--- src/rtl/ifu_pkg.sv ---
`default_nettype none
// ============================================================================
//  Module      : ifu_pkg
//  Description : Shared types and constants for the instruction fetch unit:
//                FSM state encoding, fault codes, reset PC and the nop word
//                presented on faulted fetches.
//  Revision    : 1.0 - initial release
// ============================================================================
package ifu_pkg;

    typedef enum logic [2:0] {
        IFU_IDLE = 3'd0,
        IFU_REQ  = 3'd1,
        IFU_WAIT = 3'd2,
        IFU_OUT  = 3'd3,
        IFU_DROP = 3'd4
    } ifu_state_t;

    localparam logic [1:0]  IFU_FAULT_NONE     = 2'd0;
    localparam logic [1:0]  IFU_FAULT_MISALIGN = 2'd1;
    localparam logic [1:0]  IFU_FAULT_BUSERR   = 2'd2;
    localparam logic [1:0]  IFU_FAULT_TIMEOUT  = 2'd3;

    localparam logic [31:0] IFU_RESET_PC = 32'h8000_0000;
    localparam logic [31:0] IFU_NOP      = 32'h0000_0013;

    // A fetch address must be word aligned.
    function automatic logic ifu_misaligned(input logic [31:0] addr);
        return addr[1:0] != 2'b00;
    endfunction

endpackage
`default_nettype wire

--- src/rtl/ifu_timeout_cnt.sv ---
`default_nettype none
// ============================================================================
//  Module      : ifu_timeout_cnt
//  Description : 16-bit saturating cycle counter bounding a memory wait
//                window. Shared by the WAIT and DROP windows of ifu_fetch.
//  Ports       : clk, rst (async, active-high)
//                clear   - restart the window (priority over enable)
//                enable  - count this cycle
//                expired - count has reached TIMEOUT-1
//  Revision    : 1.0 - initial release
// ============================================================================
module ifu_timeout_cnt #(
    parameter int unsigned TIMEOUT = 255
) (
    input  logic clk,
    input  logic rst,
    input  logic clear,
    input  logic enable,
    output logic expired
);

    localparam logic [15:0] c_LAST_COUNT = 16'(TIMEOUT - 1);

    logic [15:0] r_count;

    always_ff @(posedge clk or posedge rst) begin
        if (rst) begin
            r_count <= '0;
        end else if (clear) begin
            r_count <= '0;
        end else if (enable && (r_count != 16'hFFFF)) begin
            r_count <= r_count + 16'd1;
        end
    end

    assign expired = (r_count == c_LAST_COUNT);

endmodule
`default_nettype wire

--- src/rtl/ifu_fetch.sv ---
`default_nettype none
// ============================================================================
//  Module      : ifu_fetch
//  Description : Instruction fetch unit. Accepts one PC over valid/ready,
//                issues a single word read, waits for the response (bounded
//                by TIMEOUT) and holds instruction, PC and fault for decode.
//                Supports flush/redirect; at most one request outstanding.
//  Ports       : clk, rst (async, active-high)
//                pc_valid/pc_ready/pc_addr      - PC stage handshake
//                flush                          - abandon current fetch
//                mem_req/mem_addr/mem_gnt       - memory request channel
//                mem_rvalid/mem_rdata/mem_rerr  - memory response channel
//                inst_valid/inst_ready/inst/inst_pc/inst_fault - to decode
//  Revision    : 1.0 - initial release
// ============================================================================
module ifu_fetch
    import ifu_pkg::*;
#(
    parameter int unsigned TIMEOUT = 255
) (
    input  logic        clk,
    input  logic        rst,
    input  logic        pc_valid,
    input  logic [31:0] pc_addr,
    output logic        pc_ready,
    input  logic        flush,
    output logic        mem_req,
    output logic [31:0] mem_addr,
    input  logic        mem_gnt,
    input  logic        mem_rvalid,
    input  logic [31:0] mem_rdata,
    input  logic        mem_rerr,
    output logic        inst_valid,
    output logic [31:0] inst,
    output logic [31:0] inst_pc,
    output logic [1:0]  inst_fault,
    input  logic        inst_ready
);

    ifu_state_t  r_state;
    logic        r_pending;     // DROP must present the timeout fault afterwards
    logic [31:0] r_mem_addr;
    logic [31:0] r_inst;
    logic [31:0] r_inst_pc;
    logic [1:0]  r_fault;

    logic        w_cnt_clear;
    logic        w_cnt_enable;
    logic        w_expired;

    // Handshake/request outputs are decoded from the state register only;
    // pc_ready additionally masks the accept while a flush is asserted.
    assign pc_ready   = (r_state == IFU_IDLE) && !flush;
    assign mem_req    = (r_state == IFU_REQ);
    assign inst_valid = (r_state == IFU_OUT);
    assign mem_addr   = r_mem_addr;
    assign inst       = r_inst;
    assign inst_pc    = r_inst_pc;
    assign inst_fault = r_fault;

    // The counter restarts on every entry into WAIT or DROP.
    always_comb begin
        w_cnt_clear  = 1'b0;
        w_cnt_enable = (r_state == IFU_WAIT) || (r_state == IFU_DROP);
        case (r_state)
            IFU_REQ:  w_cnt_clear = mem_gnt;
            IFU_WAIT: w_cnt_clear = !mem_rvalid && (flush || w_expired);
            default:  w_cnt_clear = 1'b0;
        endcase
    end

    ifu_timeout_cnt #(
        .TIMEOUT (TIMEOUT)
    ) u_timeout_cnt (
        .clk     (clk),
        .rst     (rst),
        .clear   (w_cnt_clear),
        .enable  (w_cnt_enable),
        .expired (w_expired)
    );

    always_ff @(posedge clk or posedge rst) begin
        if (rst) begin
            r_state    <= IFU_IDLE;
            r_pending  <= 1'b0;
            r_mem_addr <= IFU_RESET_PC;
            r_inst     <= IFU_NOP;
            r_inst_pc  <= IFU_RESET_PC;
            r_fault    <= IFU_FAULT_NONE;
        end else begin
            case (r_state)
                IFU_IDLE: begin
                    if (pc_valid && pc_ready) begin
                        r_inst_pc  <= pc_addr;
                        r_mem_addr <= {pc_addr[31:2], 2'b00};
                        if (ifu_misaligned(pc_addr)) begin
                            r_inst  <= IFU_NOP;
                            r_fault <= IFU_FAULT_MISALIGN;
                            r_state <= IFU_OUT;
                        end else begin
                            r_fault <= IFU_FAULT_NONE;
                            r_state <= IFU_REQ;
                        end
                    end
                end
                IFU_REQ: begin
                    // A response in the grant cycle is illegal and ignored.
                    if (flush) begin
                        r_pending <= 1'b0;
                        r_state   <= mem_gnt ? IFU_DROP : IFU_IDLE;
                    end else if (mem_gnt) begin
                        r_state <= IFU_WAIT;
                    end
                end
                IFU_WAIT: begin
                    if (flush) begin
                        r_pending <= 1'b0;
                        r_state   <= mem_rvalid ? IFU_IDLE : IFU_DROP;
                    end else if (mem_rvalid) begin
                        r_inst  <= mem_rerr ? IFU_NOP : mem_rdata;
                        r_fault <= mem_rerr ? IFU_FAULT_BUSERR : IFU_FAULT_NONE;
                        r_state <= IFU_OUT;
                    end else if (w_expired) begin
                        // Still owe the orphaned response: drain it, then report.
                        r_inst    <= IFU_NOP;
                        r_fault   <= IFU_FAULT_TIMEOUT;
                        r_pending <= 1'b1;
                        r_state   <= IFU_DROP;
                    end
                end
                IFU_OUT: begin
                    if (flush || inst_ready) begin
                        r_state <= IFU_IDLE;
                    end
                end
                IFU_DROP: begin
                    if (flush) begin
                        r_pending <= 1'b0;
                    end
                    if (mem_rvalid || w_expired) begin
                        r_state   <= (r_pending && !flush) ? IFU_OUT : IFU_IDLE;
                        r_pending <= 1'b0;
                    end
                end
                default: begin
                    r_state <= IFU_IDLE;
                end
            endcase
        end
    end

endmodule
`default_nettype wire

--- config.mk ---
export PLATFORM = sky130hd
export DESIGN_NAME = ifu_fetch
export DESIGN_NICKNAME = d
export VERILOG_FILES = /design/src/rtl/ifu_pkg.sv /design/src/rtl/ifu_timeout_cnt.sv /design/src/rtl/ifu_fetch.sv
export SDC_FILE = /design/constraint.sdc
export NUM_CORES = 1
export LEC_CHECK = 0
export BUFFER_PORTS_ARGS = -buffer_cell sky130_fd_sc_hd__buf_2
export CAP_MARGIN = 10
export CORE_MARGIN = 2
export CORE_UTILIZATION = 53
export CTS_CLUSTER_DIAMETER = 80
export DETAILED_ROUTE_END_ITERATION = 7
export HOLD_SLACK_MARGIN = 0.08
export PLACE_DENSITY_LB_ADDON = 0.25
export SETUP_SLACK_MARGIN = 0.15
export SLEW_MARGIN = 25
export SYNTH_ARGS = -nofsm -noshare
export SYNTH_HDL_FRONTEND = slang
export SYNTH_SLANG_ARGS = --single-unit
--- constraint.sdc ---
create_clock -name clk -period 6.5 [get_ports clk]
set_clock_uncertainty 0.1 [all_clocks]
set_input_delay 0.975 -clock clk [delete_from_list [all_inputs] [get_ports clk]]
set_output_delay 0.975 -clock clk [all_outputs]
set_load 0.02 [all_outputs]
==> results.json <==
{
  "outcome": "finished clean",
  "syn_area_sq_um": 4343,
  "synth_mux_area_share_pct": 9.277,
  "synth.distinct_cells": 52,
  "grt_overflow_total": 0,
  "layout-drive-gt1-share_pct": 48.16,
  "clkTransAtPathRegs_ns": 0.08,
  "min_path_cells": 2,
  "cap_viol_max_count": 0,
  "clock_latency_ns": 0.35,
  "ff2ff_path_depth": 8,
  "io_pins": 173,
  "die_area_sq_um": 8934,
  "drt_iter0_markers": 135,
  "setup_viol_count_final": 0,
  "final_max_slew_viol_count": 0,
  "h-tree-depth": 3,
  "cts_made_buffers": 9,
  "use_met2_pct": 33.57,
  "num_rows": 33,
  "wl_per_cell_um": 13.73,
  "areaGrowthSynthToFinish_pct": 17.92,
  "synth-adder-area-share_pct": 0.5762,
  "r2r-end": "inst[15]",
  "cts.repair.resized": 0,
  "drt-total-wl_mm": 8.913,
  "postSynth.asyncResetShare_pct": 100.0,
  "max_freq_mhz": 344.5,
  "grtUsageMet1_pct": 24.70,
  "yosysTopAreaCell": "dfrtp_1",
  "postSynthCellCount": 408,
  "antenna_left": 0,
  "criticalPathCategory": "flop to output pin",
  "via_per_inst": 5.086,
  "grt_use_total_pct": 19.98,
  "diodes": 0,
  "p_leak_nw": 2.545,
  "holdCritPathClass": "flop to flop",
  "firstDrtPassIters": 4,
  "rsz0062_at_grt": "false",
  "fin_setup_tns_ns": 0,
  "fp.dieH_um": 94.52,
  "grt_pass1_wl_mm": 14.03,
  "ir_drop_mv": 0.2903,
  "coreArea_sq_um": 8093,
  "synth_xor_area_share_pct": 3.025,
  "start_kind": "flop",
  "synth-edff-count": 0,
  "finalCritPeriodShare_pct": 44.66,
  "r2r_setup_slack_ns": 4.22,
  "grt_max_degree": 87,
  "grt_use_met3_pct": 5.826,
  "synth-warning-count": 0,
  "synthFlopType": "dfrtp_1",
  "route.detailed.drc": 0,
  "end_kind": "output pin",
  "num-fill-cells": 695,
  "timing.hold.ws_ns": 0.3707,
  "crit_arrival_ns": 1.83,
  "synth-simple-area-share_pct": 17.08,
  "cts_sinks": 86,
  "critPathMaxFanout": 16,
  "ys_ff_latch": 86,
  "top_usage_layer": "met2",
  "r2r-start": "u_timeout_cnt.r_count[0]",
  "antenna_found_initial": 0,
  "cts_setup_buffers": 0,
  "synth.area.top_cells": "dfrtp_1 47%, mux2_2 8.0%, nand2_1 6.1%, buf_4 5.7%, o21ai_2 5.6%",
  "hold_viol": 0,
  "max_slew_margin_pct": 48.93,
  "cts_tree": "yes",
  "first_global_vias": 3103,
  "clockRootBuffer": "clkbuf_8",
  "synth_top_area_share_pct": 47.25,
  "nNetsFinal": 613,
  "portBuffers": 170,
  "gp_congestion": 0.8008,
  "clock_path_buffers": 2,
  "die_w_um": 94.52,
  "ys_seq_area_share_pct": 49.67,
  "dp_hpwl_mm": 6.470,
  "worst_pin_slew_ns": 0.7660,
  "avgSynthCellArea_sq_um": 10.64,
  "start_util_pct": 53.66,
  "hold_end": "inst[1]",
  "vias": 3301,
  "worstPathRequired_ns": 5.42,
  "synth-compound-area-share_pct": 9.939,
  "fin_crit_ns": 2.903,
  "hold_buffers": 0,
  "synth_top_family_by_area": "simple AND/OR/NAND/NOR gates",
  "hold_start": "inst[1]",
  "p_per_area_nw_per_um2": 450.0
}
## flip-flops by register name (all words and copies together), names as in the netlist
| name | flops |
|---|---|
| inst_pc | 32 |
| r_pending | 1 |
| r_state | 3 |
| u_timeout_cnt.r_count | 16 |
| inst_fault | 2 |
| inst | 32 |
## Yosys cell counts, drive strengths merged, types with 2 or more instances
cell type   n
xnor2       4
clkbuf      2
nor2b       2
or4         2
nand3b      2
mux2i       2
nor2       29
mux2       34
dfrtp      82
nor4        2
ha          2
dfstp       4
and3        6
a31oi       2
a211oi      2
a21oi       6
nand2      72
nor3b       3
o21ai      35
nand3       9
nand4      15
or3         3
nand4b      2
xor2       11
and4        2
buf        51
inv         8
## worst max path at each step
stage,startpoint,slack [ns],cells past startpoint,endpoint
floorplan,rst,3.21,1,inst[10]
global placement,flush,3.64,4,pc_ready
detailed placement,flush,3.64,4,pc_ready
CTS,r_state[1],3.54,3,inst_valid
global route,r_state[1],3.43,3,inst_valid
finish,r_state[1],3.60,3,inst_valid
## worst max-delay path: stages (launching register included)
cell and delay (ns):
dfrtp_1 0.71, inv_1 0.21, nor3b_1 0.34, buf_2 0.23
## kinds of logic after synthesis
family / after synthesis
AOI/OAI and AO/OA: 56
xor gates and xnor gates: 15
adders and majority gates: 2
buffers and inverters: 61
DFF: 86
muxes: 36
other: 1
and+or+nand+nor: 151
## stage by stage
step / util [%] / worst slack, ns / instances / cell area (sq um) / total power [mW]
3_3_place_gp: 60.87 / 3.636 / 633 / 4926 / 1.925
2_1_floorplan: - / 3.210 / 409 / 4347 / 1.779
3_5_place_dp: 60.92 / 3.637 / 633 / 4930 / 1.958
5_1_grt: 63.28 / 3.427 / 649 / 5121 / 2.443
4_1_cts: 63.27 / 3.541 / 649 / 5120 / 2.329
6_report: 63.28 / 3.597 / 649 / 5121 / 2.305
## per-layer routing
| metal | share of wire [%] | vias to the layer above |
|---|---|---|
| met5 | 0 | - |
| met1 | 44 | 1566 |
| met3 | 6.7 | 13 |
| met4 | 1.3 | 0 |
| li1 | - | 1624 |
| met2 | 48 | 98 |
## where the power goes
| part | internal, mW | switching, mW |
|---|---|---|
| clock network | 0.176 | 0.194 |
| registers | 0.716 | 0.150 |
| logic | 0.401 | 0.668 |
| total | 1.29 | 1.01 |
## placed cells by master, fill, tap and decap left out, types with 4 or more instances in the layout
cell type	count
buf_2	170
nand4_1	15
dfrtp_1	82
inv_1	7
o21ai_1	4
nand3_1	8
xor2_1	11
nand2_1	71
a21oi_1	6
and3_1	5
mux2_2	31
clkbuf_8	9
dfstp_2	4
nor2_1	28
o21ai_2	28
xnor2_1	4
## area by class of cell
type	instances	area (sq um)	share of cell area, %
flip-flops and latches	86	2157	42.12
multi-input cells	262	1742	34.01
repair buffers	172	869.6	16.98
well taps	105	131.4	2.565
clock buffers	10	127.6	2.492
clock inverters	6	62.56	1.222
inverters	8	31.28	0.6108
Power figures use the tool's default switching activity.
